<file path="src/rtl/uart_rx_word.sv">
`timescale 1ns/1ps
// uart_rx_word: parametrised UART receiver with optional parity, false-start
// rejection, framing/parity error pulses and multi-byte word assembly.
// The first received byte of a word lands in the least significant slot.
module uart_rx_word #(
  parameter int CLKS_PER_BIT   = 87,
  parameter int DATA_BITS      = 8,
  parameter int PARITY_MODE    = 0,
  parameter int BYTES_PER_WORD = 4
) (
  input  logic                                i_Clock,
  input  logic                                i_Rst_n,
  input  logic                                i_Rx_Serial,
  input  logic                                i_Word_Clear,
  output logic [DATA_BITS-1:0]                o_Byte,
  output logic                                o_Byte_Valid,
  output logic [DATA_BITS*BYTES_PER_WORD-1:0] o_Word,
  output logic                                o_Word_Valid,
  output logic                                o_Frame_Err,
  output logic                                o_Parity_Err,
  output logic                                o_Busy
);

  localparam int WORD_W = DATA_BITS * BYTES_PER_WORD;
  localparam int CNT_W  = $clog2(CLKS_PER_BIT);
  localparam int IDX_W  = $clog2(DATA_BITS);
  localparam int BC_W   = (BYTES_PER_WORD > 1) ? $clog2(BYTES_PER_WORD) : 1;

  localparam logic [CNT_W-1:0] HALF_LAST = CNT_W'(CLKS_PER_BIT / 2 - 1);
  localparam logic [CNT_W-1:0] BIT_LAST  = CNT_W'(CLKS_PER_BIT - 1);
  localparam logic [CNT_W-1:0] CNT_ONE   = CNT_W'(1);
  localparam logic [IDX_W-1:0] IDX_LAST  = IDX_W'(DATA_BITS - 1);
  localparam logic [IDX_W-1:0] IDX_ONE   = IDX_W'(1);
  localparam logic [BC_W-1:0]  BC_LAST   = BC_W'(BYTES_PER_WORD - 1);
  localparam logic [BC_W-1:0]  BC_ONE    = BC_W'(1);
  // Expected XOR of data bits and parity bit for a good frame.
  localparam logic PAR_ODD = (PARITY_MODE == 2);

  typedef enum logic [2:0] {
    ST_IDLE,
    ST_START,
    ST_DATA,
    ST_PARITY,
    ST_STOP
  } state_t;

  // Synchroniser flops
  logic rx_meta_reg;
  logic rx_s_reg;

  // Receiver state
  state_t               state_reg,      state_next;
  logic [CNT_W-1:0]     clk_cnt_reg,    clk_cnt_next;
  logic [IDX_W-1:0]     bit_idx_reg,    bit_idx_next;
  logic [DATA_BITS-1:0] data_sr_reg,    data_sr_next;
  logic                 par_bad_reg,    par_bad_next;

  // Output and word-assembly state
  logic [DATA_BITS-1:0] byte_reg,       byte_next;
  logic                 byte_valid_reg, byte_valid_next;
  logic                 frame_err_reg,  frame_err_next;
  logic                 parity_err_reg, parity_err_next;
  logic [BC_W-1:0]      byte_cnt_reg,   byte_cnt_next;
  logic [WORD_W-1:0]    word_reg,       word_next;
  logic                 word_valid_reg, word_valid_next;

  logic [DATA_BITS-1:0] slot_reg [BYTES_PER_WORD];
  logic [WORD_W-1:0]    word_assembled;
  logic                 frame_good;
  logic                 slot_we;

  // Two-flop synchroniser for the asynchronous serial line; idles high.
  always_ff @(posedge i_Clock or negedge i_Rst_n) begin
    if (!i_Rst_n) begin
      rx_meta_reg <= 1'b1;
      rx_s_reg    <= 1'b1;
    end else begin
      rx_meta_reg <= i_Rx_Serial;
      rx_s_reg    <= rx_meta_reg;
    end
  end

  // State register for the frame FSM, counters and output registers.
  always_ff @(posedge i_Clock or negedge i_Rst_n) begin
    if (!i_Rst_n) begin
      state_reg      <= ST_IDLE;
      clk_cnt_reg    <= '0;
      bit_idx_reg    <= '0;
      data_sr_reg    <= '0;
      par_bad_reg    <= 1'b0;
      byte_reg       <= '0;
      byte_valid_reg <= 1'b0;
      frame_err_reg  <= 1'b0;
      parity_err_reg <= 1'b0;
      byte_cnt_reg   <= '0;
      word_reg       <= '0;
      word_valid_reg <= 1'b0;
    end else begin
      state_reg      <= state_next;
      clk_cnt_reg    <= clk_cnt_next;
      bit_idx_reg    <= bit_idx_next;
      data_sr_reg    <= data_sr_next;
      par_bad_reg    <= par_bad_next;
      byte_reg       <= byte_next;
      byte_valid_reg <= byte_valid_next;
      frame_err_reg  <= frame_err_next;
      parity_err_reg <= parity_err_next;
      byte_cnt_reg   <= byte_cnt_next;
      word_reg       <= word_next;
      word_valid_reg <= word_valid_next;
    end
  end

  // Next-state logic: bit timing, sampling, error decisions and word assembly.
  always_comb begin
    state_next      = state_reg;
    clk_cnt_next    = clk_cnt_reg;
    bit_idx_next    = bit_idx_reg;
    data_sr_next    = data_sr_reg;
    par_bad_next    = par_bad_reg;
    byte_next       = byte_reg;
    byte_valid_next = 1'b0;
    frame_err_next  = 1'b0;
    parity_err_next = 1'b0;
    byte_cnt_next   = byte_cnt_reg;
    word_next       = word_reg;
    word_valid_next = 1'b0;
    frame_good      = 1'b0;

    case (state_reg)
      ST_IDLE: begin
        if (!rx_s_reg) begin
          state_next   = ST_START;
          clk_cnt_next = '0;
        end
      end

      ST_START: begin
        if (clk_cnt_reg == HALF_LAST) begin
          clk_cnt_next = '0;
          if (rx_s_reg) begin
            // Line went back high before mid-bit: glitch, not a frame.
            state_next = ST_IDLE;
          end else begin
            state_next   = ST_DATA;
            bit_idx_next = '0;
            par_bad_next = 1'b0;
          end
        end else begin
          clk_cnt_next = clk_cnt_reg + CNT_ONE;
        end
      end

      ST_DATA: begin
        if (clk_cnt_reg == BIT_LAST) begin
          clk_cnt_next = '0;
          data_sr_next = {rx_s_reg, data_sr_reg[DATA_BITS-1:1]};
          if (bit_idx_reg == IDX_LAST) begin
            state_next = (PARITY_MODE != 0) ? ST_PARITY : ST_STOP;
          end else begin
            bit_idx_next = bit_idx_reg + IDX_ONE;
          end
        end else begin
          clk_cnt_next = clk_cnt_reg + CNT_ONE;
        end
      end

      ST_PARITY: begin
        if (clk_cnt_reg == BIT_LAST) begin
          clk_cnt_next = '0;
          par_bad_next = ((^data_sr_reg) ^ rx_s_reg) != PAR_ODD;
          state_next   = ST_STOP;
        end else begin
          clk_cnt_next = clk_cnt_reg + CNT_ONE;
        end
      end

      ST_STOP: begin
        if (clk_cnt_reg == BIT_LAST) begin
          // Leave at mid stop bit so a back-to-back start edge is caught.
          clk_cnt_next = '0;
          state_next   = ST_IDLE;
          if (!rx_s_reg) begin
            frame_err_next = 1'b1;
          end else if (par_bad_reg) begin
            parity_err_next = 1'b1;
          end else begin
            frame_good = 1'b1;
          end
        end else begin
          clk_cnt_next = clk_cnt_reg + CNT_ONE;
        end
      end

      default: begin
        state_next   = ST_IDLE;
        clk_cnt_next = '0;
      end
    endcase

    if (frame_good) begin
      byte_next       = data_sr_reg;
      byte_valid_next = 1'b1;
    end

    // Clear and any error drop the partial word; clear beats a good byte.
    if (i_Word_Clear || frame_err_next || parity_err_next) begin
      byte_cnt_next = '0;
    end else if (frame_good) begin
      if (byte_cnt_reg == BC_LAST) begin
        byte_cnt_next   = '0;
        word_next       = word_assembled;
        word_valid_next = 1'b1;
      end else begin
        byte_cnt_next = byte_cnt_reg + BC_ONE;
      end
    end
  end

  assign slot_we = frame_good && !i_Word_Clear;

  // One holding slot per byte position; the incoming byte bypasses its slot
  // so the completed word can be registered in the same cycle.
  generate
    for (genvar gi = 0; gi < BYTES_PER_WORD; gi++) begin : g_slot
      // Capture a good byte into the slot selected by the byte counter.
      always_ff @(posedge i_Clock or negedge i_Rst_n) begin
        if (!i_Rst_n) begin
          slot_reg[gi] <= '0;
        end else if (slot_we && (byte_cnt_reg == BC_W'(gi))) begin
          slot_reg[gi] <= data_sr_reg;
        end
      end

      assign word_assembled[gi*DATA_BITS +: DATA_BITS] =
        (byte_cnt_reg == BC_W'(gi)) ? data_sr_reg : slot_reg[gi];
    end
  endgenerate

  assign o_Byte       = byte_reg;
  assign o_Byte_Valid = byte_valid_reg;
  assign o_Word       = word_reg;
  assign o_Word_Valid = word_valid_reg;
  assign o_Frame_Err  = frame_err_reg;
  assign o_Parity_Err = parity_err_reg;
  assign o_Busy       = (state_reg != ST_IDLE);

endmodule

</file>
<file path="config.mk">
export PLATFORM = sky130hd
export DESIGN_NAME = uart_rx_word
export DESIGN_NICKNAME = d
export VERILOG_FILES = /design/src/rtl/uart_rx_word.sv
export SDC_FILE = /design/constraint.sdc
export NUM_CORES = 1
export LEC_CHECK = 0
export CAP_MARGIN = 0
export CORE_ASPECT_RATIO = 0.75
export CORE_MARGIN = 2
export CORE_UTILIZATION = 40
export DETAILED_ROUTE_END_ITERATION = 7
export PLACE_DENSITY = 0.6
export SLEW_MARGIN = 20
export SYNTH_ARGS = -nofsm -noshare
export SYNTH_HDL_FRONTEND = slang
export SYNTH_SLANG_ARGS = --single-unit
export TNS_END_PERCENT = 100
</file>
<file path="constraint.sdc">
create_clock -name i_Clock -period 6.7 [get_ports i_Clock]
set_clock_uncertainty 0.1 [all_clocks]
set_input_delay 2.01 -clock i_Clock [delete_from_list [all_inputs] [get_ports i_Clock]]
set_output_delay 2.01 -clock i_Clock [all_outputs]
set_load 0.02 [all_outputs]
</file>
==> summary.md, run 1 <==
| Metric | Value |
|---|---|
| Fin util | 48.9% |
| Seq cells post-synth | 94 |
| CTS root buf | clkbuf_16 |
| Combinational family with the most area after synthesis | multiplexers |
| Asr flop ratio synth | 100% |
| Min-delay worst type | register to register |
| Post-route setup TNS | 0 ns |
| Crit Path Max Fanout | 12 |
| Worst Setup SP | state_reg[0]$_DFFE_PN0P_ |
| Hold Path Sink | rx_s_reg$_DFF_PN1_ |
| Worst VDD drop | 0.000117 V |
| H-Tree Level Count | 3 |
| Reg2reg start | clk_cnt_reg[0]$_DFFE_PN0N_ |
| Die area | 0.0118 sq mm |
| Xor-xnor portion of the synthesized cell area | 2.12% |
| Unrepaired setup endpoints after global routing | false |
| Worst-path cell chain | or3_1 > clkdlybuf4s50_1 |
| Clk buf depth | 2 |
| Drt pass-1 iters | 4 |
| Outcome | complete, no violations |
| TritonCTS clock tree | built |
| Worst setup EP type | primary output |
| Count of cell types in the netlist | 42 |
| Worst-Margin Slew | 0.776 ns |
| Synth Cell Area | 0.00437 sq mm |
| Hold-fix buffers at CTS | 0 |
| HP Start | rx_meta_reg$_DFF_PN1_ |
| PD cells | 222 mW/mm^2 |
| Required @ worst endpoint | 4.59 ns |
| Drt via density | 5.06 |
| Clk Latency, worst-skew pair | 0.33 ns |
| Overflow after GRT | 0 |
| Core Region | 0.0108 sq mm |
| CTS buffer count | 9 |
| Seq/Total Area, Yosys | 53.9% |
| Final setup violation count | 0 |
| # IOs | 49 |
| Clock Pin Slew Worst Setup and Hold Paths | 0.06 ns |
| Syn_area_per_cell | 14.0 sq um |
| Initial Util | 40.6% |
| Hpwl dp | 5.41 mm |
| Final ANT Viol Nets | 0 |
| DR DRC count | 0 |
| Die width | 125 um |
| Hold WS | 0.255 ns |
| Worst R2R End | o_Word[7]$_DFFE_PN0P_ |
| EDFF count, synth | 0 |
| Startpoint Class | register |
| Fin nets | 366 |
| # resized after CTS | 0 |
| Final Hold Fails | 0 |
| Pin count of the biggest net entering global routing | 64 |
| Maxcap violations | 0 |
| Yosys Warn Count | 0 |
| Critical Path AT | 1.81 ns |
| Final WL | 8.29 mm |
| Wire per inst | 16.6 um |
| Final Critical Period | 3.92 ns |
| GP Congestion | 0.816 |
| P_leak | 2.55 nW |
| DR vias | 2527 |
| Worst Hold Path Cells | 0 |
| Clock sinks | 94 |
| Crit Path Category | register to primary output |
| Max FFs per register | 32 |
| Area growth from synthesis to layout | 20.5% |
| CP peak stage delay | 0.55 ns |
| Max Fclk | 0.255 GHz |
| Rel. slew slack | 48.3% |
| R2R cell count | 6 |
| Yosys top cell area share | 52.7% |
| Syn nets | 324 |
| # port buffers | 48 |
| Total GRT Usage | 15.5% |
| Number of diodes | 0 |
| Main synth FF type | dfrtp_1 |
| Post-Syn Instances | 312 |
| FP Rows | 33 |
| Synth Area in Compound Gates | 3.41% |
| Setup slack, reg-to-reg | 3.77 ns |
| Chip height | 94.5 um |
| Final period util | 58.5% |
| Initial antenna violation count | 0 |
| Worst path slowest cell | clkdlybuf4s50_1 |
| Pre-CTS setup slack | 2.47 ns |
| Post-CTS setup buffers | 0 |
| Vias in the first global route | 2604 |
| Adder-Cell Fraction of Synth Area | 2.29% |
| Simple-Gate Fraction of Synth Area | 8.27% |
| Final slew viol count | 0 |
| Final Worst Setup Slack | 2.78 ns |
| Dominant cells by area after synthesis | dfrtp_1 (53%), mux2_2 (18%), mux2_4 (10%) |
| Mux cell area share after synthesis | 27.5% |
| Layout cells sized above 1 | 34.5% |
| DR iter-0 viols | 108 |
| First-pass GRT wire length | 14.1 mm |
| Synth area leader | dfrtp_1 |
==> critical path: cells and delay by family (launching register included) <==
family	cells	cell delay, ns
and+or+nand+nor	1	0.43
buffers and inverters	1	0.55
DFF	1	0.50
==> through the flow <==
stage | power, W | std cells | cell area (sq um)
2_1_floorplan | 0.000610 | 312 | 4370
3_3_place_gp | 0.000629 | 483 | 4940
3_5_place_dp | 0.000630 | 483 | 4940
4_1_cts | 0.00118 | 499 | 5270
5_1_grt | 0.00121 | 499 | 5270
6_report | 0.00117 | 499 | 5270
==> power by group <==
group	leakage, nW	total, W	switching (W)	internal (W)
Clock	0.160	0.000549	0.000211	0.000338
Sequential	1.30	0.000583	0.00000998	0.000573
Combinational	1.10	0.0000351	0.0000231	0.0000120
==> area by class of cell <==
| cell class | instances | area (sq um) |
|---|---|---|
| clock buffer | 11 | 243 |
| clock inverter | 5 | 82.6 |
| fill | 955 | 5510 |
| inverter | 6 | 22.5 |
| multi-input combinational | 194 | 1900 |
| sequential | 94 | 2350 |
| tap | 140 | 175 |
| timing repair buffer | 49 | 485 |
==> cell usage after synthesis, drive strengths merged (2+ instances only) <==
| cell | instances |
|---|---|
| dfstp | 2 |
| buf | 7 |
| mux2 | 97 |
| xor2 | 2 |
| nand4b | 3 |
| ha | 8 |
| o211ai | 2 |
| nor2b | 6 |
| nor3 | 4 |
| clkbuf | 11 |
| o22ai | 2 |
| o22a | 2 |
| o21ai | 6 |
| nand2 | 12 |
| a21oi | 5 |
| dfrtp | 92 |
| a22o | 2 |
| nor2 | 10 |
| xnor2 | 6 |
| inv | 6 |
| nand3 | 11 |
==> layout by cell type, fill, tap and decap left out, types with 6 or more instances in the layout <==
cell / instances
clkbuf_16: 9
clkdlybuf4s50_1: 47
dfrtp_1: 92
ha_1: 8
inv_1: 6
mux2_2: 68
mux2_4: 29
nand2_1: 11
nand3_1: 7
nor2_1: 10
nor2b_1: 6
o21ai_0: 6
xnor2_1: 6
==> worst max-delay path by stage <==
stage	endpoint	cells after the start
6_report	o_Busy	2
3_5_place_dp	o_Word[28]$_DFFE_PN0P_	4
2_1_floorplan	o_Word[10]$_DFFE_PN0P_	5
4_1_cts	o_Busy	2
5_1_grt	o_Word[7]$_DFFE_PN0P_	4
3_3_place_gp	o_Word[19]$_DFFE_PN0P_	4
==> logic make-up after synthesis <==
kind of cell               Yosys count
muxes                               97
DFF                                 94
and+or+nand+nor                     57
buffers and inverters               24
AOI/OAI and AO/OA                   23
xor gates and xnor gates             9
adders and majority gates            8
==> routing by layer <==
layer,GRT usage (%),routed length [um],vias up
met2,22.7,3470,61
met1,22.5,4370,1268
met4,4.78,90,0
met3,4.31,354,7
li1,-,-,1191
met5,0,0,-
No activity file was read; power rests on OpenSTA's default activity.
==> run 2: changes to the inputs <==
clock period = 3.9 ns   (was 6.7 ns; I/O delays follow)
==> run 2 against run 1 <==
  * Combinational power is 78% higher
  * Sequential share of layout area hardly changed
  * Highest routed layer unchanged
  * Flip-flop and latch count stayed put
  * Clock-buffer cell count is 1 lower
  * Hold slack better by 0.0030 ns
  * First-iteration DRC count is 2.8% higher
  * Routed wire length is 0.12% higher
  * Sequential power is 72% higher
  * Register-to-register slack worse by 2.4 ns
  * Non-clock buffer count is 1 higher
  * Design area hardly changed
==> summary.md, run 2 (synthesis results as in run 1) <==
| Metric | Value |
|---|---|
| Commonest non-fill, non-tap cells in the layout | dfrtp_1 (92), mux2_2 (68), clkdlybuf4s50_1 (47) |
| Final period util | 79.1% |
| Clock Pin Slew Worst Setup and Hold Paths | 0.07 ns (about the same) |
| Max Fclk | 0.324 GHz |
| FP Rows | 33 (unchanged) |
| Drt pass-1 iters | 4 (unchanged) |
| P_leak | 2.55 nW (about the same) |
| Layout cells sized above 1 | 35.0% (+0.46 points) |
| # port buffers | 48 (unchanged) |
| Final ANT Viol Nets | 0 (unchanged) |
| Drt via density | 5.12 (+1.1%) |
| First-pass GRT wire length | 14.3 mm (+1.1%) |
| Commonest non-fill, non-tap cell in the layout | dfrtp_1 |
| Clk buf depth | 2 (unchanged) |
| Final setup violation count | 0 (unchanged) |
| Worst setup EP type | primary output |
| Final Worst Setup Slack | 0.813 ns (-1.97 ns) |
| Rel. slew slack | 50.2% (+1.9 points) |
| Worst-path cell chain | or3_1 > clkdlybuf4s50_1 |
| Startpoint Class | register |
| Pin count of the biggest net entering global routing | 58 (-9.4%) |
| Outcome | complete, no violations |
| Number of diodes | 0 (unchanged) |
| Wire per inst | 16.6 um (about the same) |
| Area growth from synthesis to layout | 20.5% (about the same) |
| Initial antenna violation count | 0 (unchanged) |
| Final Power | 0.00195 W (+67%) |
| Pre-CTS setup slack | 0.804 ns (-1.66 ns) |
| Chip height | 94.5 um (unchanged) |
| Max FFs per register | 32 (unchanged) |
| Required @ worst endpoint | 2.63 ns (-1.96 ns) |
| Initial Util | 40.6% (unchanged) |
| Min-delay worst type | register to register |
| Unrepaired setup endpoints after global routing | false |
| CP peak stage delay | 0.55 ns (about the same) |
| Number of fill cells in the layout | 966 (+1.2%) |
| Final slew viol count | 0 (unchanged) |
| Vias in the first global route | 2648 (+1.7%) |
| Clk Latency, worst-skew pair | 0.34 ns (about the same) |
| GP Congestion | 0.826 (+1.2%) |
| Final Hold Fails | 0 (unchanged) |
| # IOs | 49 (unchanged) |
| H-Tree Level Count | 3 (unchanged) |
| CTS root buf | clkbuf_16 |
| Clock sinks | 94 (unchanged) |
| Post-CTS setup buffers | 0 (unchanged) |
| Crit Path Category | register to primary output |
| Fin nets | 367 (+0.27%) |
| DR DRC count | 0 (unchanged) |
| Worst path slowest cell | clkdlybuf4s50_1 |
| Core Region | 0.0108 sq mm (unchanged) |
| Hold-fix buffers at CTS | 0 (unchanged) |
| Final Critical Period | 3.09 ns |
| Final WL | 8.30 mm (+0.12%) |
| Overflow after GRT | 0 (unchanged) |
| PD cells | 370 mW/mm^2 (+67%) |
| DR iter-0 viols | 111 (+2.8%) |
| DR vias | 2561 (+1.3%) |
| Post-route setup TNS | 0 ns (unchanged) |
| Die width | 125 um (unchanged) |
| # resized after CTS | 0 (unchanged) |
| Worst-Margin Slew | 0.747 ns (-0.0291 ns) |
| Worst VDD drop | 0.000198 V (+70%) |
| Crit Path Max Fanout | 12 (unchanged) |
| Die area | 0.0118 sq mm (unchanged) |
| Total GRT Usage | 15.7% (+0.15 points) |
| Cell Area, Placed | 0.00496 sq mm (+0.41%) |
| Critical Path AT | 1.82 ns (about the same) |
| TritonCTS clock tree | built |
| Hpwl dp | 5.52 mm (+2.1%) |
| Post-route cell area | 0.00527 sq mm (about the same) |
| Maxcap violations | 0 (unchanged) |
| CTS buffer count | 9 (unchanged) |
-- run 2: worst max-delay path, delay by kind of cell (launching register included) --
kind | cells | cell delay [ns]
AND/OR/NAND/NOR | 1 | 0.43
flip-flops | 1 | 0.50
buffers and inverters | 1 | 0.55
-- run 2: metrics by stage --
stage	hold WS, ns	instances	utilization, %
6_report	0.259	500	48.9
5_1_grt	0.264	500	48.9
4_1_cts	0.260	500	48.9
3_5_place_dp	0.251	484	46.0
3_3_place_gp	0.248	484	46.0
2_1_floorplan	0.245	312	-
-- run 2: power by group --
part           internal, W  switching (W)   total, W
logic            0.0000223      0.0000403  0.0000626
clock network     0.000517       0.000369   0.000887
registers         0.000985      0.0000177    0.00100
-- run 2: layout make-up --
class	count	area, sq um	share of cell area, %
sequential	94	2350	44.7
multi-input combinational	194	1900	36.1
timing repair buffer	50	505	9.59
clock buffer	10	239	4.53
tap	140	175	3.32
clock inverter	6	68.8	1.31
inverter	6	22.5	0.427
-- run 2: worst paths after layout --
kind                                              endpoint  cells past startpoint  slack [ns]                        from
worst max register to register       o_Word[8]$_DFFE_PN0P_                      7        1.38  clk_cnt_reg[0]$_DFFE_PN0N_
max in group asynchronous         slot_reg[13]$_DFFE_PN0P_                      2        2.29                     i_Rst_n
worst min register to register          rx_s_reg$_DFF_PN1_                      0        0.26       rx_meta_reg$_DFF_PN1_
worst max-delay path                                o_Busy                      2        0.81    state_reg[0]$_DFFE_PN0P_
worst min-delay path                    rx_s_reg$_DFF_PN1_                      0        0.26       rx_meta_reg$_DFF_PN1_
min in group asynchronous       clk_cnt_reg[4]$_DFFE_PN0N_                      1        0.78                     i_Rst_n
-- run 2: metal layers --
layer / global-route usage (%) / vias up / share of wire (%)
met4: 5.62 / 0 / 1.1
met2: 22.9 / 53 / 42
met1: 22.2 / 1305 / 53
met3: 4.65 / 7 / 3.9
li1: - / 1196 / -
met5: 0 / - / 0
